### src/rtl/des_pkg.sv
// ---------------------------------------------------------------------------
// des_pkg
// Shared definitions for the iterative DES core.
//   - FSM state encoding
//   - DES permutation tables IP, FP, E, P, PC1 and PC2. Entries are 1-based
//     DES bit numbers, and DES bit 1 is the MSB of the vector.
//   - per-round key rotation amounts for encryption and decryption
//   - the eight S-boxes
//   - permutation, rotation and S-box helper functions
// ---------------------------------------------------------------------------
package des_pkg;

    typedef enum logic [1:0] {
        ST_IDLE = 2'd0,
        ST_RUN  = 2'd1,
        ST_DONE = 2'd2
    } state_e;

    localparam int unsigned IP_TAB [64] = '{
        58, 50, 42, 34, 26, 18, 10,  2,
        60, 52, 44, 36, 28, 20, 12,  4,
        62, 54, 46, 38, 30, 22, 14,  6,
        64, 56, 48, 40, 32, 24, 16,  8,
        57, 49, 41, 33, 25, 17,  9,  1,
        59, 51, 43, 35, 27, 19, 11,  3,
        61, 53, 45, 37, 29, 21, 13,  5,
        63, 55, 47, 39, 31, 23, 15,  7
    };

    localparam int unsigned FP_TAB [64] = '{
        40,  8, 48, 16, 56, 24, 64, 32,
        39,  7, 47, 15, 55, 23, 63, 31,
        38,  6, 46, 14, 54, 22, 62, 30,
        37,  5, 45, 13, 53, 21, 61, 29,
        36,  4, 44, 12, 52, 20, 60, 28,
        35,  3, 43, 11, 51, 19, 59, 27,
        34,  2, 42, 10, 50, 18, 58, 26,
        33,  1, 41,  9, 49, 17, 57, 25
    };

    localparam int unsigned E_TAB [48] = '{
        32,  1,  2,  3,  4,  5,
         4,  5,  6,  7,  8,  9,
         8,  9, 10, 11, 12, 13,
        12, 13, 14, 15, 16, 17,
        16, 17, 18, 19, 20, 21,
        20, 21, 22, 23, 24, 25,
        24, 25, 26, 27, 28, 29,
        28, 29, 30, 31, 32,  1
    };

    localparam int unsigned P_TAB [32] = '{
        16,  7, 20, 21, 29, 12, 28, 17,
         1, 15, 23, 26,  5, 18, 31, 10,
         2,  8, 24, 14, 32, 27,  3,  9,
        19, 13, 30,  6, 22, 11,  4, 25
    };

    // Parity bits 8, 16, ..., 64 never appear here, so they are dropped.
    localparam int unsigned PC1_TAB [56] = '{
        57, 49, 41, 33, 25, 17,  9,
         1, 58, 50, 42, 34, 26, 18,
        10,  2, 59, 51, 43, 35, 27,
        19, 11,  3, 60, 52, 44, 36,
        63, 55, 47, 39, 31, 23, 15,
         7, 62, 54, 46, 38, 30, 22,
        14,  6, 61, 53, 45, 37, 29,
        21, 13,  5, 28, 20, 12,  4
    };

    localparam int unsigned PC2_TAB [48] = '{
        14, 17, 11, 24,  1,  5,
         3, 28, 15,  6, 21, 10,
        23, 19, 12,  4, 26,  8,
        16,  7, 27, 20, 13,  2,
        41, 52, 31, 37, 47, 55,
        30, 40, 51, 45, 33, 48,
        44, 49, 39, 56, 34, 53,
        46, 42, 50, 36, 29, 32
    };

    // Left rotation applied before encryption round i (index i-1).
    localparam int unsigned SHIFT [16] = '{
        1, 1, 2, 2, 2, 2, 2, 2, 1, 2, 2, 2, 2, 2, 2, 1
    };

    // Right rotation applied before decryption round i. The first round
    // uses the unrotated C||D because K16 = PC2(C0||D0).
    localparam int unsigned RSHIFT [16] = '{
        0, 1, 2, 2, 2, 2, 2, 2, 1, 2, 2, 2, 2, 2, 2, 1
    };

    localparam int unsigned SBOX [8][4][16] = '{
        '{ '{14,  4, 13,  1,  2, 15, 11,  8,  3, 10,  6, 12,  5,  9,  0,  7},
           '{ 0, 15,  7,  4, 14,  2, 13,  1, 10,  6, 12, 11,  9,  5,  3,  8},
           '{ 4,  1, 14,  8, 13,  6,  2, 11, 15, 12,  9,  7,  3, 10,  5,  0},
           '{15, 12,  8,  2,  4,  9,  1,  7,  5, 11,  3, 14, 10,  0,  6, 13} },
        '{ '{15,  1,  8, 14,  6, 11,  3,  4,  9,  7,  2, 13, 12,  0,  5, 10},
           '{ 3, 13,  4,  7, 15,  2,  8, 14, 12,  0,  1, 10,  6,  9, 11,  5},
           '{ 0, 14,  7, 11, 10,  4, 13,  1,  5,  8, 12,  6,  9,  3,  2, 15},
           '{13,  8, 10,  1,  3, 15,  4,  2, 11,  6,  7, 12,  0,  5, 14,  9} },
        '{ '{10,  0,  9, 14,  6,  3, 15,  5,  1, 13, 12,  7, 11,  4,  2,  8},
           '{13,  7,  0,  9,  3,  4,  6, 10,  2,  8,  5, 14, 12, 11, 15,  1},
           '{13,  6,  4,  9,  8, 15,  3,  0, 11,  1,  2, 12,  5, 10, 14,  7},
           '{ 1, 10, 13,  0,  6,  9,  8,  7,  4, 15, 14,  3, 11,  5,  2, 12} },
        '{ '{ 7, 13, 14,  3,  0,  6,  9, 10,  1,  2,  8,  5, 11, 12,  4, 15},
           '{13,  8, 11,  5,  6, 15,  0,  3,  4,  7,  2, 12,  1, 10, 14,  9},
           '{10,  6,  9,  0, 12, 11,  7, 13, 15,  1,  3, 14,  5,  2,  8,  4},
           '{ 3, 15,  0,  6, 10,  1, 13,  8,  9,  4,  5, 11, 12,  7,  2, 14} },
        '{ '{ 2, 12,  4,  1,  7, 10, 11,  6,  8,  5,  3, 15, 13,  0, 14,  9},
           '{14, 11,  2, 12,  4,  7, 13,  1,  5,  0, 15, 10,  3,  9,  8,  6},
           '{ 4,  2,  1, 11, 10, 13,  7,  8, 15,  9, 12,  5,  6,  3,  0, 14},
           '{11,  8, 12,  7,  1, 14,  2, 13,  6, 15,  0,  9, 10,  4,  5,  3} },
        '{ '{12,  1, 10, 15,  9,  2,  6,  8,  0, 13,  3,  4, 14,  7,  5, 11},
           '{10, 15,  4,  2,  7, 12,  9,  5,  6,  1, 13, 14,  0, 11,  3,  8},
           '{ 9, 14, 15,  5,  2,  8, 12,  3,  7,  0,  4, 10,  1, 13, 11,  6},
           '{ 4,  3,  2, 12,  9,  5, 15, 10, 11, 14,  1,  7,  6,  0,  8, 13} },
        '{ '{ 4, 11,  2, 14, 15,  0,  8, 13,  3, 12,  9,  7,  5, 10,  6,  1},
           '{13,  0, 11,  7,  4,  9,  1, 10, 14,  3,  5, 12,  2, 15,  8,  6},
           '{ 1,  4, 11, 13, 12,  3,  7, 14, 10, 15,  6,  8,  0,  5,  9,  2},
           '{ 6, 11, 13,  8,  1,  4, 10,  7,  9,  5,  0, 15, 14,  2,  3, 12} },
        '{ '{13,  2,  8,  4,  6, 15, 11,  1, 10,  9,  3, 14,  5,  0, 12,  7},
           '{ 1, 15, 13,  8, 10,  3,  7,  4, 12,  5,  6, 11,  0, 14,  9,  2},
           '{ 7, 11,  4,  1,  9, 12, 14,  2,  0,  6, 10, 13, 15,  3,  5,  8},
           '{ 2,  1, 14,  7,  4, 10,  8, 13, 15, 12,  9,  0,  3,  5,  6, 11} }
    };

    // Output bit k (DES numbering) takes input bit TAB[k-1]. Because DES
    // bit 1 is the MSB, DES bit n of a W-bit vector sits at index W-n.
    function automatic logic [63:0] des_ip(input logic [63:0] x);
        logic [63:0] y;
        y = '0;
        for (int i = 0; i < 64; i++) y[6'(63 - i)] = x[6'(64 - IP_TAB[6'(i)])];
        return y;
    endfunction

    function automatic logic [63:0] des_fp(input logic [63:0] x);
        logic [63:0] y;
        y = '0;
        for (int i = 0; i < 64; i++) y[6'(63 - i)] = x[6'(64 - FP_TAB[6'(i)])];
        return y;
    endfunction

    function automatic logic [47:0] des_e(input logic [31:0] x);
        logic [47:0] y;
        y = '0;
        for (int i = 0; i < 48; i++) y[6'(47 - i)] = x[5'(32 - E_TAB[6'(i)])];
        return y;
    endfunction

    function automatic logic [31:0] des_p(input logic [31:0] x);
        logic [31:0] y;
        y = '0;
        for (int i = 0; i < 32; i++) y[5'(31 - i)] = x[5'(32 - P_TAB[5'(i)])];
        return y;
    endfunction

    function automatic logic [55:0] des_pc1(input logic [63:0] x);
        logic [55:0] y;
        y = '0;
        for (int i = 0; i < 56; i++) y[6'(55 - i)] = x[6'(64 - PC1_TAB[6'(i)])];
        return y;
    endfunction

    function automatic logic [47:0] des_pc2(input logic [55:0] x);
        logic [47:0] y;
        y = '0;
        for (int i = 0; i < 48; i++) y[6'(47 - i)] = x[6'(56 - PC2_TAB[6'(i)])];
        return y;
    endfunction

    // Row comes from the outer bits b1,b6, column from b2..b5.
    function automatic logic [3:0] des_sbox(input logic [2:0] box, input logic [5:0] b);
        return 4'(SBOX[box][{b[5], b[0]}][b[4:1]]);
    endfunction

    function automatic logic [27:0] rotl28(input logic [27:0] x, input int unsigned n);
        case (n)
            1:       return {x[26:0], x[27]};
            2:       return {x[25:0], x[27:26]};
            default: return x;
        endcase
    endfunction

    function automatic logic [27:0] rotr28(input logic [27:0] x, input int unsigned n);
        case (n)
            1:       return {x[0], x[27:1]};
            2:       return {x[1:0], x[27:2]};
            default: return x;
        endcase
    endfunction

endpackage

### src/rtl/des_round.sv
// ---------------------------------------------------------------------------
// des_round
// One combinational DES round. It advances the key schedule and performs
// the Feistel step.
// Ports:
//   l_i, r_i   [31:0]  block halves entering the round
//   c_i, d_i   [27:0]  key-schedule halves entering the round
//   decrypt_i          1 = rotate right (K16..K1), 0 = rotate left (K1..K16)
//   rnd_i      [3:0]   zero-based round index (round i uses index i-1)
//   l_o, r_o   [31:0]  block halves after the round (L' = R, R' = L ^ f)
//   c_o, d_o   [27:0]  rotated key-schedule halves for the next round
// ---------------------------------------------------------------------------
module des_round
    import des_pkg::*;
(
    input  logic [31:0] l_i,
    input  logic [31:0] r_i,
    input  logic [27:0] c_i,
    input  logic [27:0] d_i,
    input  logic        decrypt_i,
    input  logic [3:0]  rnd_i,
    output logic [31:0] l_o,
    output logic [31:0] r_o,
    output logic [27:0] c_o,
    output logic [27:0] d_o
);

    logic [27:0] c_rot;
    logic [27:0] d_rot;
    logic [47:0] subkey;
    logic [47:0] e_x;
    logic [31:0] s_out;

    // The key halves are rotated before the subkey is taken, so the rotated
    // value is also what the next round starts from.
    always_comb begin
        c_rot = c_i;
        d_rot = d_i;
        if (decrypt_i) begin
            c_rot = rotr28(c_i, RSHIFT[rnd_i]);
            d_rot = rotr28(d_i, RSHIFT[rnd_i]);
        end else begin
            c_rot = rotl28(c_i, SHIFT[rnd_i]);
            d_rot = rotl28(d_i, SHIFT[rnd_i]);
        end
    end

    assign subkey = des_pc2({c_rot, d_rot});
    assign e_x    = des_e(r_i) ^ subkey;

    // S-box j (0-based) reads DES bits 6j+1..6j+6 and writes DES bits
    // 4j+1..4j+4.
    always_comb begin
        s_out = '0;
        for (int j = 0; j < 8; j++) begin
            s_out[5'(28 - 4 * j) +: 4] = des_sbox(3'(j), e_x[6'(42 - 6 * j) +: 6]);
        end
    end

    assign l_o = r_i;
    assign r_o = l_i ^ des_p(s_out);
    assign c_o = c_rot;
    assign d_o = d_rot;

endmodule

### src/rtl/des_iter_core.sv
// ---------------------------------------------------------------------------
// des_iter_core
// Iterative DES engine. It processes one block at a time and runs
// ROUNDS_PER_CYCLE rounds per clock, so it needs 16/ROUNDS_PER_CYCLE RUN
// cycles per block.
// Parameter:
//   ROUNDS_PER_CYCLE  rounds unrolled per clock: 1, 2, 4, 8 or 16
// Ports:
//   clk, rst     clock (rising edge), synchronous active-high reset
//   in_valid     block/key/mode valid
//   in_ready     core idle and able to take a block
//   plainText    64-bit input block, DES bit 1 = [63]
//   key          64-bit DES key (parity bits ignored)
//   decrypt      0 = encrypt, 1 = decrypt, sampled with the block
//   out_valid    result valid, held until out_ready
//   out_ready    downstream accepts the result
//   encrypted    64-bit result block, DES bit 1 = [63]
// ---------------------------------------------------------------------------
module des_iter_core
    import des_pkg::*;
#(
    parameter int ROUNDS_PER_CYCLE = 1
) (
    input  logic        clk,
    input  logic        rst,
    input  logic        in_valid,
    output logic        in_ready,
    input  logic [63:0] plainText,
    input  logic [63:0] key,
    input  logic        decrypt,
    output logic        out_valid,
    input  logic        out_ready,
    output logic [63:0] encrypted
);

    generate
        if (!(ROUNDS_PER_CYCLE == 1 || ROUNDS_PER_CYCLE == 2 || ROUNDS_PER_CYCLE == 4 ||
              ROUNDS_PER_CYCLE == 8 || ROUNDS_PER_CYCLE == 16)) begin : g_bad_rpc
            $error("des_iter_core: ROUNDS_PER_CYCLE must be 1, 2, 4, 8 or 16");
        end
    endgenerate

    localparam logic [4:0] RND_STEP = 5'(ROUNDS_PER_CYCLE);

    state_e      state_q, state_d;
    logic [4:0]  rnd_q, rnd_d;
    logic [63:0] enc_q, enc_d;
    logic [31:0] l_q, l_d;
    logic [31:0] r_q, r_d;
    logic [27:0] c_q, c_d;
    logic [27:0] d_q, d_d;
    logic        dec_q, dec_d;

    logic [63:0] ip_blk;
    logic [55:0] pc1_key;

    // Element g feeds round copy g. Element ROUNDS_PER_CYCLE is the state
    // after this cycle's last round.
    logic [ROUNDS_PER_CYCLE:0][31:0] l_c;
    logic [ROUNDS_PER_CYCLE:0][31:0] r_c;
    logic [ROUNDS_PER_CYCLE:0][27:0] c_c;
    logic [ROUNDS_PER_CYCLE:0][27:0] d_c;

    assign ip_blk  = des_ip(plainText);
    assign pc1_key = des_pc1(key);

    assign l_c[0] = l_q;
    assign r_c[0] = r_q;
    assign c_c[0] = c_q;
    assign d_c[0] = d_q;

    // rnd_q is a multiple of ROUNDS_PER_CYCLE while running, so the round
    // index of each copy stays within 0..15.
    for (genvar g = 0; g < ROUNDS_PER_CYCLE; g++) begin : g_round
        des_round u_round (
            .l_i       (l_c[g]),
            .r_i       (r_c[g]),
            .c_i       (c_c[g]),
            .d_i       (d_c[g]),
            .decrypt_i (dec_q),
            .rnd_i     (rnd_q[3:0] + 4'(g)),
            .l_o       (l_c[g+1]),
            .r_o       (r_c[g+1]),
            .c_o       (c_c[g+1]),
            .d_o       (d_c[g+1])
        );
    end

    always_comb begin
        state_d = state_q;
        rnd_d   = rnd_q;
        enc_d   = enc_q;
        l_d     = l_q;
        r_d     = r_q;
        c_d     = c_q;
        d_d     = d_q;
        dec_d   = dec_q;
        case (state_q)
            ST_IDLE: begin
                if (in_valid) begin
                    l_d     = ip_blk[63:32];
                    r_d     = ip_blk[31:0];
                    c_d     = pc1_key[55:28];
                    d_d     = pc1_key[27:0];
                    dec_d   = decrypt;
                    rnd_d   = '0;
                    state_d = ST_RUN;
                end
            end
            ST_RUN: begin
                l_d   = l_c[ROUNDS_PER_CYCLE];
                r_d   = r_c[ROUNDS_PER_CYCLE];
                c_d   = c_c[ROUNDS_PER_CYCLE];
                d_d   = d_c[ROUNDS_PER_CYCLE];
                rnd_d = rnd_q + RND_STEP;
                // The halves are swapped before FP, undoing the last round's swap.
                if (rnd_d == 5'd16) begin
                    enc_d   = des_fp({r_c[ROUNDS_PER_CYCLE], l_c[ROUNDS_PER_CYCLE]});
                    state_d = ST_DONE;
                end
            end
            ST_DONE: begin
                if (out_ready) begin
                    state_d = ST_IDLE;
                end
            end
            default: begin
                state_d = ST_IDLE;
            end
        endcase
    end

    // ---- control and result register boundary ----
    always_ff @(posedge clk) begin
        if (rst) begin
            state_q <= ST_IDLE;
            rnd_q   <= '0;
            enc_q   <= '0;
        end else begin
            state_q <= state_d;
            rnd_q   <= rnd_d;
            enc_q   <= enc_d;
        end
    end

    // ---- working datapath register boundary (only read while RUN) ----
    always_ff @(posedge clk) begin
        l_q   <= l_d;
        r_q   <= r_d;
        c_q   <= c_d;
        d_q   <= d_d;
        dec_q <= dec_d;
    end

    assign in_ready  = (state_q == ST_IDLE);
    assign out_valid = (state_q == ST_DONE);
    assign encrypted = enc_q;

endmodule

### config.mk
export PLATFORM = sky130hd
export DESIGN_NAME = des_iter_core
export DESIGN_NICKNAME = d
export VERILOG_FILES = /design/src/rtl/des_pkg.sv /design/src/rtl/des_round.sv /design/src/rtl/des_iter_core.sv
export SDC_FILE = /design/constraint.sdc
export NUM_CORES = 1
export LEC_CHECK = 0
export BUFFER_PORTS_ARGS = -buffer_cell sky130_fd_sc_hd__buf_4
export CAP_MARGIN = 0
export CORE_AREA = 2 2 77 79
export DETAILED_ROUTE_END_ITERATION = 16
export DIE_AREA = 0 0 79 81
export PLACE_DENSITY_LB_ADDON = 0.2
export SLEW_MARGIN = 20
export SYNTH_ARGS = -nofsm -noshare
export SYNTH_HDL_FRONTEND = slang
export SYNTH_SLANG_ARGS = --single-unit
export TNS_END_PERCENT = 100
### constraint.sdc
create_clock -name clk -period 1.9 [get_ports clk]
set_clock_uncertainty 0.1 [all_clocks]
set_input_delay 0.38 -clock clk [delete_from_list [all_inputs] [get_ports clk]]
set_output_delay 0.38 -clock clk [all_outputs]
set_load 0.02 [all_outputs]
==> flow_summary_export.csv, run 1 <==
group,metric,value,unit
sta,finalMaxSlewViolations,0,
sta,post-route-min-period,1.66,ns
grt,grt_pass1_vias,330,
status,outcome,"complete, no violations",
worst_setup_path,ws_path_type,"flop to output pin",
min_path,min_from,"rst",
placed_design,gp_routability_congestion,0.631,
final_layout,area_growth,-10.3,%
routing,route.detailed.drc,0,
floorplan,core_area,5680,sq um
clock_tree,root_buffer,"sky130_fd_sc_hd__clkbuf_8",
routing,vias,479,
routing,wl_per_cell,5.83,um
floorplan,die_w,79,um
grt,grt_max_degree,11,
clock_tree,ctsHtreeMaxLevel,1,
placed_design,portBuffers,5,
synthesis,synthMostInstantiatedCell,"sky130_fd_sc_hd__buf_4",
worst_setup_path,critical_path.reg2reg.startpoint,"rnd_q[0]",
min_path,number_of_cells_on_the_worst_hold_path,2,
synthesis,synth_mux_area_share,1.16,%
floorplan,io-pin-count,199,
job,drv.max_cap_violation_count,0,
worst_setup_path,worstPathRequired,1.42,ns
power,max-vdd-ir-drop,0.257,mV
floorplan,die-area,6400,sq um
clock_tree,worst_setup_hold_path_clk_slew,0.04,ns
clock_tree,clock_path_buffers,2,
worst_setup_path,timing.reg2reg.setup_slack,0.49,ns
synthesis,synth_sequential_area_ratio,16.2,%
clock_tree,clkLatencyLatePin,0.23,ns
synthesis,synth-adder-area-share,1.45,%
synthesis,post_synth_top_cells,"sky130_fd_sc_hd__buf_4, sky130_fd_sc_hd__dfxtp_1, sky130_fd_sc_hd__nand2_1",
floorplan,rows,28,
synthesis,netlist_area,866,sq um
sta,post-route-period-util,87.5,%
sta,timing.final.hold_violations,0,
worst_setup_path,r2r.worst_path.cells,4,
grt,grt_antenna_before_repair,0,
sta,final_setup_violation_count,0,
clock_tree,tritoncts,"built",
placed_design,post-dp-hpwl,871,um
synthesis,synth_area_per_cell,7.87,sq um
clock_tree,cts_setup_buffers,0,
worst_setup_path,worstPathMaxFanout,10,
routing,drtIter0Drc,15,
floorplan,die_h,81,um
worst_setup_path,timing.rr.end,"rnd_q[4]",
synthesis,ys.warnings.count,0,
worst_setup_path,arrival_time_at_the_worst_endpoint,1.18,ns
sta,grt_setup_unrepaired,"false",
worst_setup_path,worst_setup_path_start_kind,"flop",
synthesis,main_combinational_cell_family_by_area_after_synthesis,"buffers and inverters",
final_layout,final_layout_size_suffix_gt1_share,9.48,%
worst_setup_path,critPathSlowestCell,"sky130_fd_sc_hd__dfxtp_1",
floorplan,floorplan.initialDensity,15.3,%
synthesis,yosys.area_share.xor_xnor,0,%
grt,grt_pass1_wl,1600,um
power,p_per_area,660,nW/um^2
synthesis,synth.distinct_cells,25,
final_layout,antenna_cells_inserted,0,
synthesis,synth_edf_count,0,
routing,detail_route.wirelength,1110,um
synthesis,synth_area_leader_cell,"sky130_fd_sc_hd__buf_4",
synthesis,synth_top_area_share,55.5,%
power,static-leakage-power,0.380,nW
synthesis,area_contributors_post_synth,"sky130_fd_sc_hd__buf_4, sky130_fd_sc_hd__dfxtp_1, sky130_fd_sc_hd__nand2_1",
clock_tree,tritoncts_sinks,7,
sta,final_hold_slack,0.288,ns
min_path,hold-path-endpoint,"rnd_q[2]",
routing,firstDrtPassIters,2,
clock_tree,tritoncts_buffers,3,
grt,sum_of_overflow_across_all_layers_after_global_routing,0,
grt,grtUsageTotal,3.43,%
clock_tree,postCtsResizedCells,0,
worst_setup_path,crit_path_cell_trace,"and2b_2 > buf_4",
routing,detail_route.vias_per_cell,2.51,
synthesis,postSynth.topFlopCell,"sky130_fd_sc_hd__dfxtp_1",
synthesis,yosys_register_bits,7,
final_layout,numnets_final,251,
worst_setup_path,worst_setup_end_kind,"output pin",
synthesis,synth-compound-area-share,7.51,%
sta,fmax,601,MHz
worst_setup_path,timing.critical_path.slowest_cell_delay,0.53,ns
sta,total_neg_setup_slack,0,ns
routing,drt.antenna.violating_nets,0,
synthesis,synth_simple_gate_area_share,14.9,%
clock_tree,post_cts_hold_buffer_count,0,
synthesis,asyncSetResetFlopFracSynth,0,%
min_path,type_of_the_worst_min_delay_path,"primary input to flop",
synthesis,synth_instances,110,
==> registers in the layout, indices dropped and copies added, names as in the netlist <==
signal / flops
rnd_q: 5
state_q: 2
==> layout make-up <==
cell class                      count  area [sq um]
Fill cell                         675          4900
Multi-Input combinational cell     99           457
Sequential cell                     7           140
Tap cell                           75          93.8
Clock buffer                        4          45.0
Timing Repair Buffer                5          37.5
Inverter                            1          3.75
==> where the power goes <==
part / switching [mW] / internal [mW]
combinational: 0.125 / 0.0135
sequential: 0.00676 / 0.151
clock: 0.0698 / 0.146
total: 0.202 / 0.310
==> per-stage QoR <==
step	cells	utilization (%)	cell area [sq um]	total power, mW	worst slack, ns
floorplan	173	-	1100	0.392	0.610
global placement	187	12.9	732	0.299	0.454
detailed placement	187	12.9	732	0.298	0.463
CTS	191	13.7	777	0.519	0.212
global route	191	13.7	777	0.537	0.168
finish	191	13.7	777	0.512	0.237
==> worst max-delay path: cells and delay by family, from the launching register on <==
family | cells | cell delay [ns]
and+or+nand+nor | 1 | 0.28
DFF | 1 | 0.53
buffers and inverters | 1 | 0.15
==> kinds of logic (layout without fill, tap and decap cells) <==
logic type,after synthesis,after routing
other cells,1,64
mux,1,1
flops,7,7
simple gates,24,24
buf+inv,67,10
compound gates,9,9
fa+ha+maj,1,1
==> metal layers <==
metal / track usage [%] / vias to the layer above / share of wire, %
met3: 2.56 / 2 / 18
li1: - / 236 / -
met5: 0 / - / 0
met1: 3.73 / 200 / 39
met2: 5.00 / 41 / 42
met4: 1.55 / 0 / 0.72
==> cell usage in the layout (no fill, tap or decap), drive strengths merged, types with 2 or more instances in the layout <==
| cell | instances |
|---|---|
| conb | 64 |
| a21oi | 2 |
| buf | 5 |
| nand3 | 4 |
| nand2 | 7 |
| nand2b | 3 |
| dfxtp | 7 |
| nor2 | 4 |
| or3 | 2 |
| clkbuf | 4 |
| a31oi | 2 |
==> how the worst max path moves through the flow <==
stage / start / end / slack (ns) / cells past startpoint
after CTS: state_q[0] / out_valid / 0.21 / 2
after floorplan: rnd_q[0] / rnd_q[4] / 0.61 / 4
final: state_q[0] / out_valid / 0.24 / 2
after global placement: state_q[0] / out_valid / 0.45 / 2
after detailed placement: state_q[0] / out_valid / 0.46 / 2
after global routing: state_q[0] / out_valid / 0.17 / 2
Note: power is estimated with default switching activity, not from simulation.
==> run 2, diff against run 1 <==
- GPL_TIMING_DRIVEN: not set -> 0
==> flow_summary_export.csv, run 2 (synthesis results as in run 1) <==
group,metric,value,unit
status,outcome,"complete, no violations",
sta,grt_setup_unrepaired,"false",
clock_tree,tritoncts_sinks,7,
clock_tree,cts_setup_buffers,0,
job,drv.max_cap_violation_count,0,
sta,final_setup_violation_count,0,
sta,timing.final.ws_setup,0.356,ns
routing,detail_route.vias_per_cell,2.46,
sta,post-route-min-period,1.54,ns
min_path,type_of_the_worst_min_delay_path,"primary input to flop",
final_layout,numnets_final,316,
grt,grt_max_degree,11,
grt,grt_pass1_vias,483,
routing,firstDrtPassIters,3,
worst_setup_path,worst_setup_path_start_kind,"flop",
clock_tree,ctsHtreeMaxLevel,1,
clock_tree,tritoncts_buffers,3,
power,static-leakage-power,0.736,nW
power,p_per_area,486,nW/um^2
worst_setup_path,ws_path_type,"flop to output pin",
worst_setup_path,arrival_time_at_the_worst_endpoint,1.06,ns
routing,route.detailed.drc,0,
grt,grtUsageTotal,4.23,%
floorplan,rows,28,
clock_tree,clock_path_buffers,2,
worst_setup_path,worstPathRequired,1.42,ns
final_layout,fin_util,22.4,%
clock_tree,root_buffer,"sky130_fd_sc_hd__clkbuf_8",
clock_tree,postCtsResizedCells,0,
power,max-vdd-ir-drop,0.270,mV
placed_design,portBuffers,4,
final_layout,reg_top3,"rnd_q (5), state_q (2)",
final_layout,largest_reg_flops,5,
final_layout,registers.top_by_ff_count,"rnd_q",
sta,finalMaxSlewViolations,0,
placed_design,gp_routability_congestion,0.644,
placed_design,post-dp-hpwl,1150,um
final_layout,final_layout_size_suffix_gt1_share,42.0,%
routing,wl_per_cell,5.25,um
sta,timing.final.hold_violations,0,
floorplan,die_w,79,um
grt,grt_pass1_wl,2050,um
floorplan,core_area,5680,sq um
floorplan,io-pin-count,199,
clock_tree,post_cts_hold_buffer_count,0,
routing,drt.antenna.violating_nets,0,
sta,maxSlewHeadroom,65.0,%
clock_tree,clkLatencyLatePin,0.23,ns
final_layout,fillers,665,
worst_setup_path,critical_path.reg2reg.startpoint,"rnd_q[0]",
sta,total_neg_setup_slack,0,ns
floorplan,die-area,6400,sq um
final_layout,most_common_cell_after_layout_fill_and_taps_aside,"sky130_fd_sc_hd__buf_4",
floorplan,die_h,81,um
routing,drtIter0Drc,6,
routing,detail_route.wirelength,1350,um
final_layout,antenna_cells_inserted,0,
clock_tree,worst_setup_hold_path_clk_slew,0.04,ns
floorplan,floorplan.initialDensity,15.3,%
worst_setup_path,worstPathMaxFanout,10,
grt,sum_of_overflow_across_all_layers_after_global_routing,0,
min_path,min_from,"out_ready",
final_layout,area_used_by_sequential_logic_in_the_layout,140,sq um
sta,post-route-period-util,81.3,%
worst_setup_path,worst_setup_end_kind,"output pin",
routing,vias,630,
sta,fmax,648,MHz
placed_design,detailedPlace.worstSlack,0.494,ns
clock_tree,tritoncts,"built",
grt,grt_antenna_before_repair,0,
sta,tightest_slew,0.525,ns
worst_setup_path,timing.critical_path.from,"state_q[0]",
final_layout,area_growth,46.8,%
final_layout,multi_input_gate_area,457,sq um
final_layout,layout.cells.most_common_list,"sky130_fd_sc_hd__buf_4, sky130_fd_sc_hd__conb_1, sky130_fd_sc_hd__nand2_1, sky130_fd_sc_hd__dfxtp_1",
-- run 2: cell types whose count changed in the layout (fill, tap and decap cells not counted), sizes merged --
cell | previous run | this run
buf | 5 | 69
clkdlybuf4s18 | 0 | 1
-- run 2: area by class of cell --
cell class / instances / share of cell area, %
buffer: 66 / 39.5
clock buffer: 4 / 3.54
inverter: 1 / 0.295
multi-input combinational: 99 / 35.9
sequential: 7 / 11.0
tap: 75 / 7.38
timing repair buffer: 4 / 2.36
-- run 2: power by group --
| group | total, mW | internal (mW) | switching, mW | leakage (nW) |
|---|---|---|---|---|
| logic | 0.250 | 0.104 | 0.146 | 0.656 |
| clock network | 0.213 | 0.145 | 0.0671 | 0.0228 |
| registers | 0.154 | 0.151 | 0.00302 | 0.0569 |
-- run 2: layer usage --
metal  wire length [um]  vias to the layer above  GRT usage, %  part of all wire [%]
met4                 19                        0          2.07                   1.4
met5                  0                        -             0                     0
met3                239                        4          3.00                    18
met2                547                       43          6.27                    41
li1                   -                      367             -                     -
met1                539                      216          4.53                    40
-- run 2: final timing paths --
check	endpoint	slack [ns]	cells past startpoint
max reg2reg	rnd_q[4]	0.50	4
max	out_valid	0.36	3
min reg2reg	rnd_q[4]	0.42	2
min	state_q[1]	0.38	3
-- run 2: per-stage QoR --
stage | total power, mW | instance area, sq um | hold slack (ns) | cells
after floorplan | 0.392 | 1100 | 0.373 | 173
after global placement | 0.403 | 1230 | 0.401 | 252
after detailed placement | 0.403 | 1230 | 0.409 | 252
after CTS | 0.621 | 1270 | 0.384 | 256
after global routing | 0.663 | 1270 | 0.395 | 256
final | 0.617 | 1270 | 0.385 | 256
-- run 2: worst max-delay path, stage by stage (launching register included) --
cell and delay, ns:
sky130_fd_sc_hd__dfxtp_1 0.31, sky130_fd_sc_hd__buf_6 0.14, sky130_fd_sc_hd__and2b_2 0.23, sky130_fd_sc_hd__buf_4 0.15
==> run 3, diff against run 2 <==
- CORE_AREA: 2 2 77 79 -> 2 2 78 80
- DIE_AREA: 0 0 79 81 -> 0 0 80 82
- clock period: 1.9 -> 1.29 ns (I/O delays scaled with it)
==> flow_summary_export.csv, run 3 (synthesis results as in run 1) <==
group,metric,value,unit
power,p_per_area,675,nW/um^2
grt,grt_max_degree,9,
power,p_comb_share,41.0,%
power,power_report.internal_total,0.594,mW
final_layout,reg_top3,"rnd_q (5), state_q (2)",
grt,grtUsageTotal,3.93,%
sta,finalMaxSlewViolations,0,
worst_setup_path,critPathBufInv,1,
final_layout,area_growth,56.5,%
final_layout,most_common_cell_after_layout_fill_and_taps_aside,"sky130_fd_sc_hd__buf_4",
clock_tree,post_cts_hold_buffer_count,0,
floorplan,io-pin-count,199,
clock_tree,tritoncts,"built",
floorplan,die_w,80,um
routing,wl_per_cell,5.50,um
power,power.sequential.fraction,25.0,%
placed_design,portBuffers,4,
floorplan,rows,28,
worst_setup_path,crit_path_cell_trace,"and2b_2 > buf_6",
worst_setup_path,timing.critical_path.slowest_cell_delay,0.36,ns
final_layout,numnets_final,322,
grt,sum_of_overflow_across_all_layers_after_global_routing,0,
power,max-vdd-ir-drop,0.347,mV
routing,vias,670,
floorplan,die_h,82,um
sta,post-route-period-util,100,%
clock_tree,clkLatencyLatePin,0.23,ns
sta,timing.final.ws_setup,-0.00302,ns
status,outcome,"finished, violations left",
routing,drt.antenna.violating_nets,0,
power,static-leakage-power,0.771,nW
sta,fmax,773,MHz
worst_setup_path,worstPathRequired,0.93,ns
routing,firstDrtPassIters,3,
power,clock_power_share,34.1,%
grt,grt_pass1_wl,1980,um
floorplan,core_area,5750,sq um
power,power,0.915,mW
final_layout,multi_input_gate_area,483,sq um
routing,detail_route.wirelength,1440,um
final_layout,final_layout_size_suffix_gt1_share,48.1,%
grt,grt_pass1_vias,465,
clock_tree,ctsHtreeMaxLevel,1,
placed_design,post-dp-hpwl,1180,um
sta,grt_setup_unrepaired,"true",
final_layout,fillers,676,
clock_tree,clock_path_buffers,2,
worst_setup_path,critical-path-top-delay-family,"flip-flops",
routing,detail_route.vias_per_cell,2.56,
floorplan,floorplan.initialDensity,15.1,%
clock_tree,tritoncts_sinks,7,
power,switching_share,35.1,%
routing,route.detailed.drc,0,
worst_setup_path,worstPathMaxFanout,5,
clock_tree,worst_setup_hold_path_clk_slew,0.04,ns
worst_setup_path,ws_path_type,"flop to output pin",
worst_setup_path,critPathSlowestCell,"sky130_fd_sc_hd__dfxtp_4",
final_layout,registers.top_by_ff_count,"rnd_q",
worst_setup_path,arrival_time_at_the_worst_endpoint,0.94,ns
placed_design,gp_routability_congestion,0.673,
sta,final_setup_violation_count,1,
power,power.switching,0.321,mW
final_layout,antenna_cells_inserted,0,
sta,timing.final.hold_violations,0,
floorplan,die-area,6560,sq um
worst_setup_path,worst_setup_end_kind,"output pin",
sta,post-route-min-period,1.29,ns
job,drv.max_cap_violation_count,0,
clock_tree,tritoncts_buffers,3,
status,violations,"setup timing",
final_layout,largest_reg_flops,5,
final_layout,layout.cells.most_common_list,"sky130_fd_sc_hd__buf_4, sky130_fd_sc_hd__conb_1, sky130_fd_sc_hd__nand2_1",
clock_tree,root_buffer,"sky130_fd_sc_hd__clkbuf_8",
worst_setup_path,worst_setup_path_start_kind,"flop",
worst_setup_path,timing.reg2reg.setup_slack,0.05,ns
min_path,type_of_the_worst_min_delay_path,"primary input to flop",
routing,drtIter0Drc,20,
final_layout,area_used_by_sequential_logic_in_the_layout,153,sq um
sta,total_neg_setup_slack,-0.00302,ns
grt,grt_antenna_before_repair,0,
## run 3: changes by cell type in the layout (fill, tap and decap cells not counted)
cell,change
sky130_fd_sc_hd__a211oi_1,-1
sky130_fd_sc_hd__a211oi_2,+1
sky130_fd_sc_hd__buf_4,+6
sky130_fd_sc_hd__dfxtp_1,-4
sky130_fd_sc_hd__dfxtp_2,+1
sky130_fd_sc_hd__dfxtp_4,+3
sky130_fd_sc_hd__ha_1,-1
sky130_fd_sc_hd__ha_4,+1
sky130_fd_sc_hd__nand3_1,-1
sky130_fd_sc_hd__nand3_2,+1
sky130_fd_sc_hd__o21bai_1,-1
sky130_fd_sc_hd__o21bai_2,+1
## run 3: cell type report
| cell class | instances | share of cell area, % |
|---|---|---|
| inverters | 1 | 0.277 |
| flip-flops and latches | 7 | 11.3 |
| repair buffers | 11 | 6.37 |
| clock buffers | 4 | 3.32 |
| multi-input cells | 99 | 35.6 |
| plain buffers | 65 | 36.2 |
| well taps | 75 | 6.93 |
## run 3: what timing repair did
item | 4_1_cts | 5_1_grt
buffers inserted | 3 | 4
pin swaps | 0 | 3
gates resized for setup | 6 | 7
gates cloned | 0 | 0
setup endpoints to repair | 3 | 6
## run 3: metrics by stage
step                area, sq um  util (%)  setup WS [ns]  hold WS [ns]  instances
floorplan                  1100         -       0.000205         0.373        173
global placement           1230      21.3        -0.0919         0.402        252
detailed placement         1230      21.3         -0.117         0.405        252
CTS                        1310      22.9        -0.0526         0.263        259
global route               1360      23.6        -0.0318         0.258        262
finish                     1360      23.6       -0.00302         0.256        262
## run 3: power by group through the flow
stage | clock network, mW | registers [mW] | logic (mW)
2_1_floorplan | 0 | 0.230 | 0.346
3_3_place_gp | 0 | 0.231 | 0.363
3_5_place_dp | 0 | 0.231 | 0.363
4_1_cts | 0.320 | 0.230 | 0.370
5_1_grt | 0.341 | 0.229 | 0.403
6_report | 0.312 | 0.228 | 0.375
## run 3: tightest hold or removal path: cells and delay by family
kind / cells / cell delay [ns]
AO/OA/AOI/OAI: 1 / 0.16
buffers and inverters: 1 / 0.08
AND/OR/NAND/NOR: 1 / 0.03
## run 3: per-layer routing
metal	GRT usage (%)	up-vias	share of wire [%]
met5	0	-	0
met4	0	0	0
met3	2.64	0	16
met2	6.17	44	45
met1	4.77	248	39
li1	-	378	-
## run 3: path summary, 6_finish.rpt
| path | startpoint | to | cells after the start |
|---|---|---|---|
| min | out_ready | state_q[1] | 3 |
| min reg2reg | rnd_q[4] | rnd_q[4] | 2 |
| max reg2reg | rnd_q[0] | state_q[0] | 4 |
| max | state_q[0] | out_valid | 2 |
